===== config.mk =====
export PLATFORM = sky130hd
export DESIGN_NAME = fpnorm_flat
export DESIGN_NICKNAME = d
export VERILOG_FILES = /design/src/rtl/fpnorm_if.sv /design/src/rtl/fpnorm.sv /design/src/flat_wrapper.sv
export SDC_FILE = /design/constraint.sdc
export NUM_CORES = 1
export LEC_CHECK = 0
export ABC_AREA = 1
export CAP_MARGIN = 15
export CORE_ASPECT_RATIO = 0.5
export CORE_MARGIN = 10
export CORE_UTILIZATION = 45
export CTS_CLUSTER_DIAMETER = 200
export DETAILED_ROUTE_END_ITERATION = 8
export GPL_ROUTABILITY_DRIVEN = 1
export PLACE_DENSITY_LB_ADDON = 0.2
export SYNTH_ARGS = -nofsm -noshare
export SYNTH_HDL_FRONTEND = slang
export SYNTH_SLANG_ARGS = --single-unit

===== constraint.sdc =====
create_clock -name clk -period 4.6 [get_ports clk]
set_input_delay 1.15 -clock clk [delete_from_list [all_inputs] [get_ports clk]]
set_output_delay 1.15 -clock clk [all_outputs]
set_load 0.02 [all_outputs]

===== src/rtl/fpnorm_if.sv =====
// Handshake and datapath bundle between the add/mul datapath, fpnorm and the rounder.
// in_flush exists only when FPNORM_FLUSH_EN is defined.
interface fpnorm_if;
    logic        in_vld;
    logic        in_rdy;
    logic        in_sign;
    logic [15:0] in_exp;
    logic [67:0] in_mant;
    logic [2:0]  in_rmode;
    logic        in_isDBL;
    logic        in_isEXT;
    logic        in_toDBL;
    logic        in_toSNG;
`ifdef FPNORM_FLUSH_EN
    logic        in_flush;
`endif
    logic        out_vld;
    logic        out_rdy;
    logic [80:0] out_A;
    logic        out_rbit;
    logic        out_tail;
    logic        out_rndbit;
    logic [2:0]  out_rmode;
    logic        out_isDBL;
    logic        out_isEXT;
    logic        out_toDBL;
    logic        out_toSNG;
    logic        out_zero;
    logic        out_oflow;

    // Valid/ready: a transfer happens on a rising clk edge where vld and rdy are both 1;
    // the producer keeps vld and its payload steady until that edge.
    modport master (
`ifdef FPNORM_FLUSH_EN
        output in_flush,
`endif
        output in_vld, in_sign, in_exp, in_mant, in_rmode,
        output in_isDBL, in_isEXT, in_toDBL, in_toSNG, out_rdy,
        input  in_rdy, out_vld, out_A, out_rbit, out_tail, out_rndbit, out_rmode,
        input  out_isDBL, out_isEXT, out_toDBL, out_toSNG, out_zero, out_oflow
    );

    modport slave (
`ifdef FPNORM_FLUSH_EN
        input  in_flush,
`endif
        input  in_vld, in_sign, in_exp, in_mant, in_rmode,
        input  in_isDBL, in_isEXT, in_toDBL, in_toSNG, out_rdy,
        output in_rdy, out_vld, out_A, out_rbit, out_tail, out_rndbit, out_rmode,
        output out_isDBL, out_isEXT, out_toDBL, out_toSNG, out_zero, out_oflow
    );
endinterface


===== src/rtl/fpnorm.sv =====
// Two-stage normaliser feeding the FP rounder: carry fix + LZC, then clamped shift and round-bit extraction.
// Optional pipeline flush is enabled by defining FPNORM_FLUSH_EN.
module fpnorm (
    input logic    clk,
    input logic    rst,
    fpnorm_if.slave bus
);
    logic        w_kill, w_s2_load, w_s1_acc;
    logic        w_carry, w_esat, w_sticky0, w_oflow1;
    logic [66:0] w_m1;
    logic [15:0] w_e1;
    logic [6:0]  w_lzc;

    logic        r_s1v, r_s1_sign, r_s1_sticky, r_s1_oflow;
    logic [15:0] r_s1_exp;
    logic [66:0] r_s1_m;
    logic [6:0]  r_s1_lzc;
    logic [2:0]  r_s1_rmode;
    logic [3:0]  r_s1_fmt;

    logic        r_s2v, r_rbit, r_tail, r_rndbit, r_zero, r_oflow;
    logic [80:0] r_out_A;
    logic [2:0]  r_rmode;
    logic [3:0]  r_fmt;

`ifdef FPNORM_FLUSH_EN
    assign w_kill = bus.in_flush;
`else
    assign w_kill = 1'b0;
`endif

    assign w_s2_load  = !r_s2v || bus.out_rdy;
    assign bus.in_rdy = !r_s1v || w_s2_load;
    assign w_s1_acc   = bus.in_vld && bus.in_rdy && !w_kill;

    // Stage 1: fold the carry-out back into the integer position.
    assign w_carry   = bus.in_mant[67];
    assign w_esat    = (bus.in_exp == 16'hFFFF);
    assign w_m1      = w_carry ? bus.in_mant[67:1] : bus.in_mant[66:0];
    assign w_sticky0 = w_carry && bus.in_mant[0];
    assign w_oflow1  = w_carry && w_esat;
    assign w_e1      = !w_carry ? bus.in_exp : (w_esat ? 16'hFFFF : bus.in_exp + 16'd1);

    always_comb begin
        w_lzc = 7'd67;
        for (int i = 0; i < 67; i++) begin
            if (w_m1[i]) w_lzc = 7'(66 - i);
        end
    end

    always_ff @(posedge clk or negedge rst) begin
        if (!rst) begin
            r_s1v <= 1'b0;
        end else begin
            r_s1v <= !w_kill && (w_s1_acc || (r_s1v && !w_s2_load));
        end
    end

    always_ff @(posedge clk or negedge rst) begin
        if (!rst) begin
            r_s1_sign   <= 1'b0;
            r_s1_exp    <= '0;
            r_s1_m      <= '0;
            r_s1_sticky <= 1'b0;
            r_s1_lzc    <= '0;
            r_s1_oflow  <= 1'b0;
            r_s1_rmode  <= '0;
            r_s1_fmt    <= '0;
        end else if (w_s1_acc) begin
            r_s1_sign   <= bus.in_sign;
            r_s1_exp    <= w_e1;
            r_s1_m      <= w_m1;
            r_s1_sticky <= w_sticky0;
            r_s1_lzc    <= w_lzc;
            r_s1_oflow  <= w_oflow1;
            r_s1_rmode  <= bus.in_rmode;
            r_s1_fmt    <= {bus.in_isDBL, bus.in_isEXT, bus.in_toDBL, bus.in_toSNG};
        end
    end

    // Stage 2: the shift is clamped so the exponent bottoms out at zero.
    logic        w_zero;
    logic [6:0]  w_sh;
    logic [66:0] w_norm;
    logic [15:0] w_e2;
    logic [63:0] w_mant;
    logic        w_rbit, w_tail, w_rndbit;

    assign w_zero = (r_s1_m == 67'd0);
    assign w_sh   = ({9'd0, r_s1_lzc} > r_s1_exp) ? r_s1_exp[6:0] : r_s1_lzc;
    assign w_norm = r_s1_m << w_sh;
    assign w_e2   = w_zero ? 16'd0 : r_s1_exp - {9'd0, w_sh};

    // fmt = {isDBL, isEXT, toDBL, toSNG}; conversion targets win over the source format.
    always_comb begin
        w_mant   = '0;
        w_rndbit = 1'b0;
        w_rbit   = 1'b0;
        w_tail   = 1'b0;
        if (r_s1_fmt[0] || !(r_s1_fmt[1] || r_s1_fmt[2] || r_s1_fmt[3])) begin
            w_mant   = {w_norm[66:43], 40'd0};
            w_rndbit = w_norm[43];
            w_rbit   = w_norm[42];
            w_tail   = |w_norm[41:0];
        end else if (r_s1_fmt[1] || !r_s1_fmt[2]) begin
            w_mant   = {w_norm[66:14], 11'd0};
            w_rndbit = w_norm[14];
            w_rbit   = w_norm[13];
            w_tail   = |w_norm[12:0];
        end else begin
            w_mant   = w_norm[66:3];
            w_rndbit = w_norm[3];
            w_rbit   = w_norm[2];
            w_tail   = |w_norm[1:0];
        end
    end

    always_ff @(posedge clk or negedge rst) begin
        if (!rst) begin
            r_s2v <= 1'b0;
        end else if (w_kill) begin
            r_s2v <= 1'b0;
        end else if (w_s2_load) begin
            r_s2v <= r_s1v;
        end
    end

    always_ff @(posedge clk or negedge rst) begin
        if (!rst) begin
            r_out_A  <= '0;
            r_rbit   <= 1'b0;
            r_tail   <= 1'b0;
            r_rndbit <= 1'b0;
            r_rmode  <= '0;
            r_fmt    <= '0;
            r_zero   <= 1'b0;
            r_oflow  <= 1'b0;
        end else if (w_s2_load && r_s1v && !w_kill) begin
            r_out_A  <= {r_s1_sign, w_e2, w_mant};
            r_rbit   <= w_rbit;
            r_tail   <= w_tail | r_s1_sticky;
            r_rndbit <= w_rndbit;
            r_rmode  <= r_s1_rmode;
            r_fmt    <= r_s1_fmt;
            r_zero   <= w_zero;
            r_oflow  <= r_s1_oflow && !w_zero;
        end
    end

    assign bus.out_vld    = r_s2v;
    assign bus.out_A      = r_out_A;
    assign bus.out_rbit   = r_rbit;
    assign bus.out_tail   = r_tail;
    assign bus.out_rndbit = r_rndbit;
    assign bus.out_rmode  = r_rmode;
    assign bus.out_isDBL  = r_fmt[3];
    assign bus.out_isEXT  = r_fmt[2];
    assign bus.out_toDBL  = r_fmt[1];
    assign bus.out_toSNG  = r_fmt[0];
    assign bus.out_zero   = r_zero;
    assign bus.out_oflow  = r_oflow;
endmodule


===== src/flat_wrapper.sv =====
// flat-port wrapper written by rule: the top's interface ports become plain ports
module fpnorm_flat 
  (clk, rst, bus_in_vld, bus_in_sign, bus_in_exp, bus_in_mant, bus_in_rmode, bus_in_isDBL, bus_in_isEXT, bus_in_toDBL, bus_in_toSNG, bus_out_rdy, bus_in_rdy, bus_out_vld, bus_out_A, bus_out_rbit, bus_out_tail, bus_out_rndbit, bus_out_rmode, bus_out_isDBL, bus_out_isEXT, bus_out_toDBL, bus_out_toSNG, bus_out_zero, bus_out_oflow);
  fpnorm_if bus_i ();
  input logic clk;
  input logic rst;
  input wire logic [$bits(bus_i.in_vld)-1:0] bus_in_vld;
  input wire logic [$bits(bus_i.in_sign)-1:0] bus_in_sign;
  input wire logic [$bits(bus_i.in_exp)-1:0] bus_in_exp;
  input wire logic [$bits(bus_i.in_mant)-1:0] bus_in_mant;
  input wire logic [$bits(bus_i.in_rmode)-1:0] bus_in_rmode;
  input wire logic [$bits(bus_i.in_isDBL)-1:0] bus_in_isDBL;
  input wire logic [$bits(bus_i.in_isEXT)-1:0] bus_in_isEXT;
  input wire logic [$bits(bus_i.in_toDBL)-1:0] bus_in_toDBL;
  input wire logic [$bits(bus_i.in_toSNG)-1:0] bus_in_toSNG;
  input wire logic [$bits(bus_i.out_rdy)-1:0] bus_out_rdy;
  output wire logic [$bits(bus_i.in_rdy)-1:0] bus_in_rdy;
  output wire logic [$bits(bus_i.out_vld)-1:0] bus_out_vld;
  output wire logic [$bits(bus_i.out_A)-1:0] bus_out_A;
  output wire logic [$bits(bus_i.out_rbit)-1:0] bus_out_rbit;
  output wire logic [$bits(bus_i.out_tail)-1:0] bus_out_tail;
  output wire logic [$bits(bus_i.out_rndbit)-1:0] bus_out_rndbit;
  output wire logic [$bits(bus_i.out_rmode)-1:0] bus_out_rmode;
  output wire logic [$bits(bus_i.out_isDBL)-1:0] bus_out_isDBL;
  output wire logic [$bits(bus_i.out_isEXT)-1:0] bus_out_isEXT;
  output wire logic [$bits(bus_i.out_toDBL)-1:0] bus_out_toDBL;
  output wire logic [$bits(bus_i.out_toSNG)-1:0] bus_out_toSNG;
  output wire logic [$bits(bus_i.out_zero)-1:0] bus_out_zero;
  output wire logic [$bits(bus_i.out_oflow)-1:0] bus_out_oflow;
  assign bus_i.in_vld = bus_in_vld;
  assign bus_i.in_sign = bus_in_sign;
  assign bus_i.in_exp = bus_in_exp;
  assign bus_i.in_mant = bus_in_mant;
  assign bus_i.in_rmode = bus_in_rmode;
  assign bus_i.in_isDBL = bus_in_isDBL;
  assign bus_i.in_isEXT = bus_in_isEXT;
  assign bus_i.in_toDBL = bus_in_toDBL;
  assign bus_i.in_toSNG = bus_in_toSNG;
  assign bus_i.out_rdy = bus_out_rdy;
  assign bus_in_rdy = bus_i.in_rdy;
  assign bus_out_vld = bus_i.out_vld;
  assign bus_out_A = bus_i.out_A;
  assign bus_out_rbit = bus_i.out_rbit;
  assign bus_out_tail = bus_i.out_tail;
  assign bus_out_rndbit = bus_i.out_rndbit;
  assign bus_out_rmode = bus_i.out_rmode;
  assign bus_out_isDBL = bus_i.out_isDBL;
  assign bus_out_isEXT = bus_i.out_isEXT;
  assign bus_out_toDBL = bus_i.out_toDBL;
  assign bus_out_toSNG = bus_i.out_toSNG;
  assign bus_out_zero = bus_i.out_zero;
  assign bus_out_oflow = bus_i.out_oflow;
  fpnorm u_core (.clk(clk), .rst(rst), .bus(bus_i));
endmodule

# Word level (Yosys, flattened, before mapping)
# Index checks and enable logic that the tools add are counted.
# totals
out_inout_bits,95
register_bits,195
elab_cells,127
in_bits,96
# classes
n_eq_ne,1
n_mux,80
n_reduce_logical,23
shift,1
n_lt_le_gt_ge,1
n_addsub,2
bitwise_logic,1
# op_table
op,n
2-to-1 mux 7 bit,67
logical NOT 67 bit,1
2-to-1 mux 67 bit,1
<< shifter 67 x 7 -> 67 bit,1
2-to-1 mux 16 bit,3
OR reduction 42 bit,1
2-to-1 mux 40 bit,1
adder 16 x 1 -> 16 bit (second input constant),1
equality test 16 bit (second input constant),1
> comparator 7 x 16 -> 1 bit,1
subtractor 16 x 7 -> 16 bit,1
OR reduction 13 bit,1
2-to-1 mux 11 bit,1
logical OR 1 bit,7
2-to-1 mux 1 bit,7
logical AND 1 bit,6
logical NOT 1 bit,6
OR reduction 2 bit,1
OR 1 bit,1

# Longest topological paths before layout
# logic_depth
depth_word,68
mapped_depth,71
mapped_depth_nobuf,70

# Least setup slack after synthesis
# No wires, ideal clock.
# synth_path
path_type,input to register
start,input bus_in_mant[67]
end,register u_core.r_s1_lzc[0]
required_time_ns,4.484
arrival_ns,4.624
path_buffers,2
setup_ns,0.116
path_slack_ns,-0.140
path_stages,64
path_cell_list,buf_6 -> bufbuf_8 -> mux2i_2 -> nand2_1 -> nand2_1 -> nand2_1 -> nand2_1 -> nand2_1 -> nand2_1 -> nand2_1 -> nand2_1 -> nand2_1 -> nand2_1 -> nand2_1 -> nand2_1 -> nand2_1 -> nand2_1 -> nand2_1 -> [... 28 more ...] -> nand2_1 -> nand2_1 -> nand2_1 -> nand2_1 -> nand2_1 -> nand2_1 -> nand2_1 -> nand2_1 -> nand2_1 -> nand2_1 -> nand2_1 -> nand2_1 -> nand2_1 -> nand2_1 -> nand2_1 -> nand2_1 -> nand2_1 -> nand2_1
# synth_via
elab_chain_cells,68
# synth_lines
item,line_no,text
start: declaration,flat_wrapper.sv:10,input wire logic [$bits(bus_i.in_mant)-1:0] bus_in_mant;
2-to-1 mux 67 bit (*),fpnorm.sv:39,assign w_m1 = w_carry ? bus.in_mant[67:1] : bus.in_mant[66:0];
2-to-1 mux 1 bit,fpnorm.sv:47,if (w_m1[i]) w_lzc = 7'(66 - i);
2-to-1 mux 7 bit (65 in series),fpnorm.sv:47,
2-to-1 mux 7 bit (*),fpnorm.sv:47,
end signal: assignment,fpnorm.sv:74,r_s1_lzc <= w_lzc;
end: declaration,fpnorm.sv:17,logic [6:0] r_s1_lzc;
# Every way passes the cells marked *; elsewhere a longest branch is shown, timed or not.
# A chain may end at the register's enable or synchronous reset.

# Final worst setup path
# Ends and elaborated chain as after synthesis.

==> results.md <==
Floorplan:
- The floorplan has 45 rows.
- Measured along the y axis, the die boundary spans 144 microns.
- The number of placed I/O pins is 191.
- The area of the die is 38800 sq um.
- The floorplan step set the die width to 269 microns.
- The core area is 30400 sq um.
- The initial utilization of the core area, before any placement, comes to 45.8%.

Routing:
- The pre-antenna-repair detailed-routing pass consisted of 6 iterations.
- Summing over every cut layer, the via total after detailed routing is 14.6k.
- In the final routed layout, each cell accounts on average for 17.2 microns.
- The total detailed-routing wirelength is 46800 microns.
- The post-detailed-route via-to-cell ratio is 5.37.
- The starting DRC count in detailed routing is 1595.
- The final antenna-violating net count is 0.
- The DRC violation count after routing is 0.

Layout:
- After the last flow step, the layout net total stands at 2426.
- Once layout is complete, the utilization of the core stands at 57.6%.
- The synthesis-to-layout area growth is 25.8%.
- Of the cells placed in the final design, the portion with a size suffix greater than 1 is 8.72%.
- The repair_antennas step left the layout with diodes totalling 0.

Synth:
- The flip-flop and latch count after synthesis is 195.
- The post-synthesis instance area is 13900 sq um.
- In the post-synthesis netlist, the biggest area contributors are sky130_fd_sc_hd__dfrtp_1, sky130_fd_sc_hd__nand2_1, sky130_fd_sc_hd__o21ai_0, sky130_fd_sc_hd__inv_1, sky130_fd_sc_hd__o21ai_1.
- The number of distinct standard cells referenced by the synthesized netlist is 52.
- In the synthesized netlist the dominant register cell turns out to be sky130_fd_sc_hd__dfrtp_1.
- After synthesis, the largest area contributor takes up 35.0% of total cell area.
- The count of flip-flops with a built-in enable after synthesis is 0.
- The largest family of logic cells by synthesized area is simple AND/OR/NAND/NOR gates.
- The number of warnings issued by yosys is 0.
- The fraction of the mapped netlist area in compound gates is 20.8%.
- The proportion of synthesized area in mux cells is 3.86%.
- The xor/xnor cell area share of the yosys netlist is 1.07%.
- The number of nets in the synthesized netlist is 2215.
- Summing the sequential cell areas from Yosys gives 35.0% of the chip area.
- Summing the areas of all fa, ha and maj instances in the mapped netlist gives 1.49% of the synthesized area.
- The share of flip-flops with an asynchronous set or reset is 100%.
- Synthesis produced 2103 cells.
- The fraction of the mapped netlist area in simple logic gates is 27.4%.
- Summed over all instances, the cell type with the most area after synthesis is sky130_fd_sc_hd__dfrtp_1.
- The post-synthesis average cell area is 6.63 sq um.

Power:
- The share of total power in the clock network is 23.0%.
- The worst IR drop on VDD is 232 uV.
- Per report_power, the combinational group accounts for 41.8% of the total.
- The cell area power density is 371 nW/um^2.
- The share of total power in sequential cells is 35.1%.
- The completed layout was analyzed and its total power is 6.50 mW.
- Of the total power, the share spent switching nets is 41.1%.
- Summed over all cells, the static leakage comes to 8.31 nW.
- The internal portion of the total power is 3.82 mW.
- The total net switching power is 2.67 mW.

Timing:
- For the final database, setup skew stands at 0.0120 ns.
- Hold is met by 0.476 ns.
- The minimum clock period is 4.84 ns.
- The total negative slack is -0.236 ns.
- Derived from the worst setup path, the maximum achievable clock frequency is 0.207 GHz.
- The final number of max-transition violations is 0.
- The final setup slack of the worst path is -0.236 ns.
- Dividing the final minimum period by the clock period gives 105%.
- The number of hold violations in the final report is 0.
- The worst relative slew slack is 44.9%.
- The total of endpoints with negative setup slack in the final report is 1.
- Setup repair after global routing could not meet its margin everywhere.
- At the pin with the least slew margin, the transition time is 0.806 ns.

Global routing:
- The global-route wire length before repair is 72700 microns.
- The number of global-route vias before repair is 12.9k.
- For this run the aggregate overflow at the end of global routing stands at 0.
- The total global routing track utilization is 23.8%.
- The maximum number of pins on one net before global-route repair is 134.
- The number of antenna violations at the first check in global routing is 0.

Critical path:
- The kind of critical path is in -> reg.
- Data arrives at the worst endpoint at 5.20 ns.
- In this run the worst path has a maximum fanout of 8.
- The kind of launch point of the worst setup path is an input pin.
- At the worst endpoint, the required time is 4.96 ns.
- In this design, the stage delay of the slowest critical-path cell is 0.12 ns.
- The critical path's slowest cell is sky130_fd_sc_hd__buf_12.
- The kind of capture point of the worst setup path is a register.
- The cell type with the highest occurrence count on the critical path is sky130_fd_sc_hd__nand2_1.

Clock network:
- For this design, the sink count on the clock tree is 195.
- In this run the clock root is driven by a sky130_fd_sc_hd__clkbuf_16.
- The total clock buffers created by CTS is 17.
- Hold repair after CTS inserted 0 buffers.
- Clock-pin slew was measured on the worst setup and hold paths at 0.08 ns.
- The clock latency reported for the late side of the worst-skew pair is 0.47 ns.
- The count of H-tree levels built during CTS is 4.
- No sink is reached through more buffers than the 2 on the longest clock path.
- TritonCTS built the clock tree.

Flow run:
- Across the run, the number of max-cap violations was 0.

Placement:
- The HPWL after detailed placement is 35400 microns.
- The congestion estimate from routability-driven global placement came to 0.957.
- Timing analysis after detailed placement gives a worst setup slack of -0.913 ns.
- Buffers placed on the I/O ports in this run total 190.

Outcome:
- The checks that failed: setup timing.
- The flow ran to the end, but the final reports show violations.

Hold path:
- The worst hold-check path type is reg -> reg.
cell usage after synthesis, types with 12 or more instances:
| cell | count |
|---|---|
| sky130_fd_sc_hd__dfrtp_1 | 195 |
| sky130_fd_sc_hd__nand4_1 | 21 |
| sky130_fd_sc_hd__buf_1 | 16 |
| sky130_fd_sc_hd__nor3_1 | 12 |
| sky130_fd_sc_hd__nand3_1 | 51 |
| sky130_fd_sc_hd__a31oi_1 | 21 |
| sky130_fd_sc_hd__nand2_1 | 689 |
| sky130_fd_sc_hd__nor2_1 | 136 |
| sky130_fd_sc_hd__xor2_1 | 14 |
| sky130_fd_sc_hd__clkbuf_1 | 95 |
| sky130_fd_sc_hd__ha_1 | 15 |
| sky130_fd_sc_hd__inv_1 | 220 |
| sky130_fd_sc_hd__nor4_1 | 22 |
| sky130_fd_sc_hd__o21ai_1 | 117 |
| sky130_fd_sc_hd__o21ai_0 | 259 |
| sky130_fd_sc_hd__mux2i_1 | 51 |
| sky130_fd_sc_hd__o211ai_1 | 25 |
| sky130_fd_sc_hd__a21oi_1 | 36 |
| sky130_fd_sc_hd__a32o_1 | 19 |
placed cells by master (no fill, tap or decap), drive strengths merged, types with 22 or more instances in the layout:
cell type	instances
nand2	690
o21ai	381
inv	234
dfrtp	195
clkdlybuf4s50	180
nor2	136
buf	127
mux2i	53
nand3	51
a21oi	36
o211ai	25
nor4	22
path summary, 6_finish.rpt:
kind,from,endpoint,slack [ns],cells past startpoint
max,bus_in_mant[67],u_core.r_s1_lzc[0],-0.24,71
min,u_core.r_s1_rmode[0],u_core.bus.out_rmode[0],0.48,2
max reg2reg,u_core.r_s1_exp[10],u_core.bus.out_tail,0.30,25
min reg2reg,u_core.r_s1_rmode[0],u_core.bus.out_rmode[0],0.48,2
max in group asynchronous,rst,u_core.bus.out_A[56],2.96,2
min in group asynchronous,rst,u_core.r_s1_m[12],0.72,1
layer usage:
metal / track usage [%] / share of wire, % / vias to the layer above
met2: 33.5 / 41 / 498
met4: 7.03 / 1.9 / 0
met1: 35.6 / 49 / 6741
met5: 0 / 0 / -
met3: 4.73 / 7.5 / 55
li1: - / - / 7336
timing repair:
item                                    4_1_cts  5_1_grt
endpoints found under the setup margin        1        8
setup buffers                                62        6
pin swaps                                    15       29
resized for setup                            31       26
cloned                                        0        2
stage by stage:
step           area, sq um  cells
3_3_place_gp         16500   2648
2_1_floorplan        13900   2103
5_1_grt              17500   2726
4_1_cts              17500   2742
6_report             17500   2726
3_5_place_dp         16500   2648
power by group through the flow:
stage / combinational [mW] / sequential [mW] / clock [mW]
after floorplan: 1.27 / 2.50 / 0
after global placement: 2.60 / 2.30 / 0
after detailed placement: 2.61 / 2.31 / 0
after CTS: 2.68 / 2.28 / 1.51
after global routing: 2.98 / 2.32 / 1.59
final: 2.72 / 2.28 / 1.50
cell type report:
type	instances	area (sq um)
Multi-Input combinational cell	1557	7750
Clock buffer	19	443
Inverter	230	878
Timing Repair Buffer	313	2940
Fill cell	3021	12900
Clock inverter	13	136
Tap cell	399	499
Sequential cell	195	4880
cells by family (layout without fill, tap and decap cells):
family / after synthesis / in the layout
muxes: 53 / 53
and+or+nand+nor: 953 / 953
DFF: 195 / 195
AOI/OAI and AO/OA: 517 / 518
xor gates and xnor gates: 17 / 17
adders and majority gates: 16 / 16
buffers and inverters: 352 / 575
critical path: cells and delay by family:
| family | cells | cell delay (ns) |
|---|---|---|
| and+or+nand+nor | 69 | 3.87 |
| buffers and inverters | 2 | 0.18 |
state kept, by name (all words and copies together), names as in the netlist, 3 cells and up:
signal / cells
u_core.r_s1_lzc: 7
u_core.r_s1_fmt: 4
u_core.r_s1_rmode: 3
u_core.r_s1_exp: 16
u_core.r_s1_m: 67
u_core.bus.out_A: 81
u_core.bus.out_rmode: 3
u_core.r_fmt: 4
Note: power is estimated with default switching activity, not from simulation.
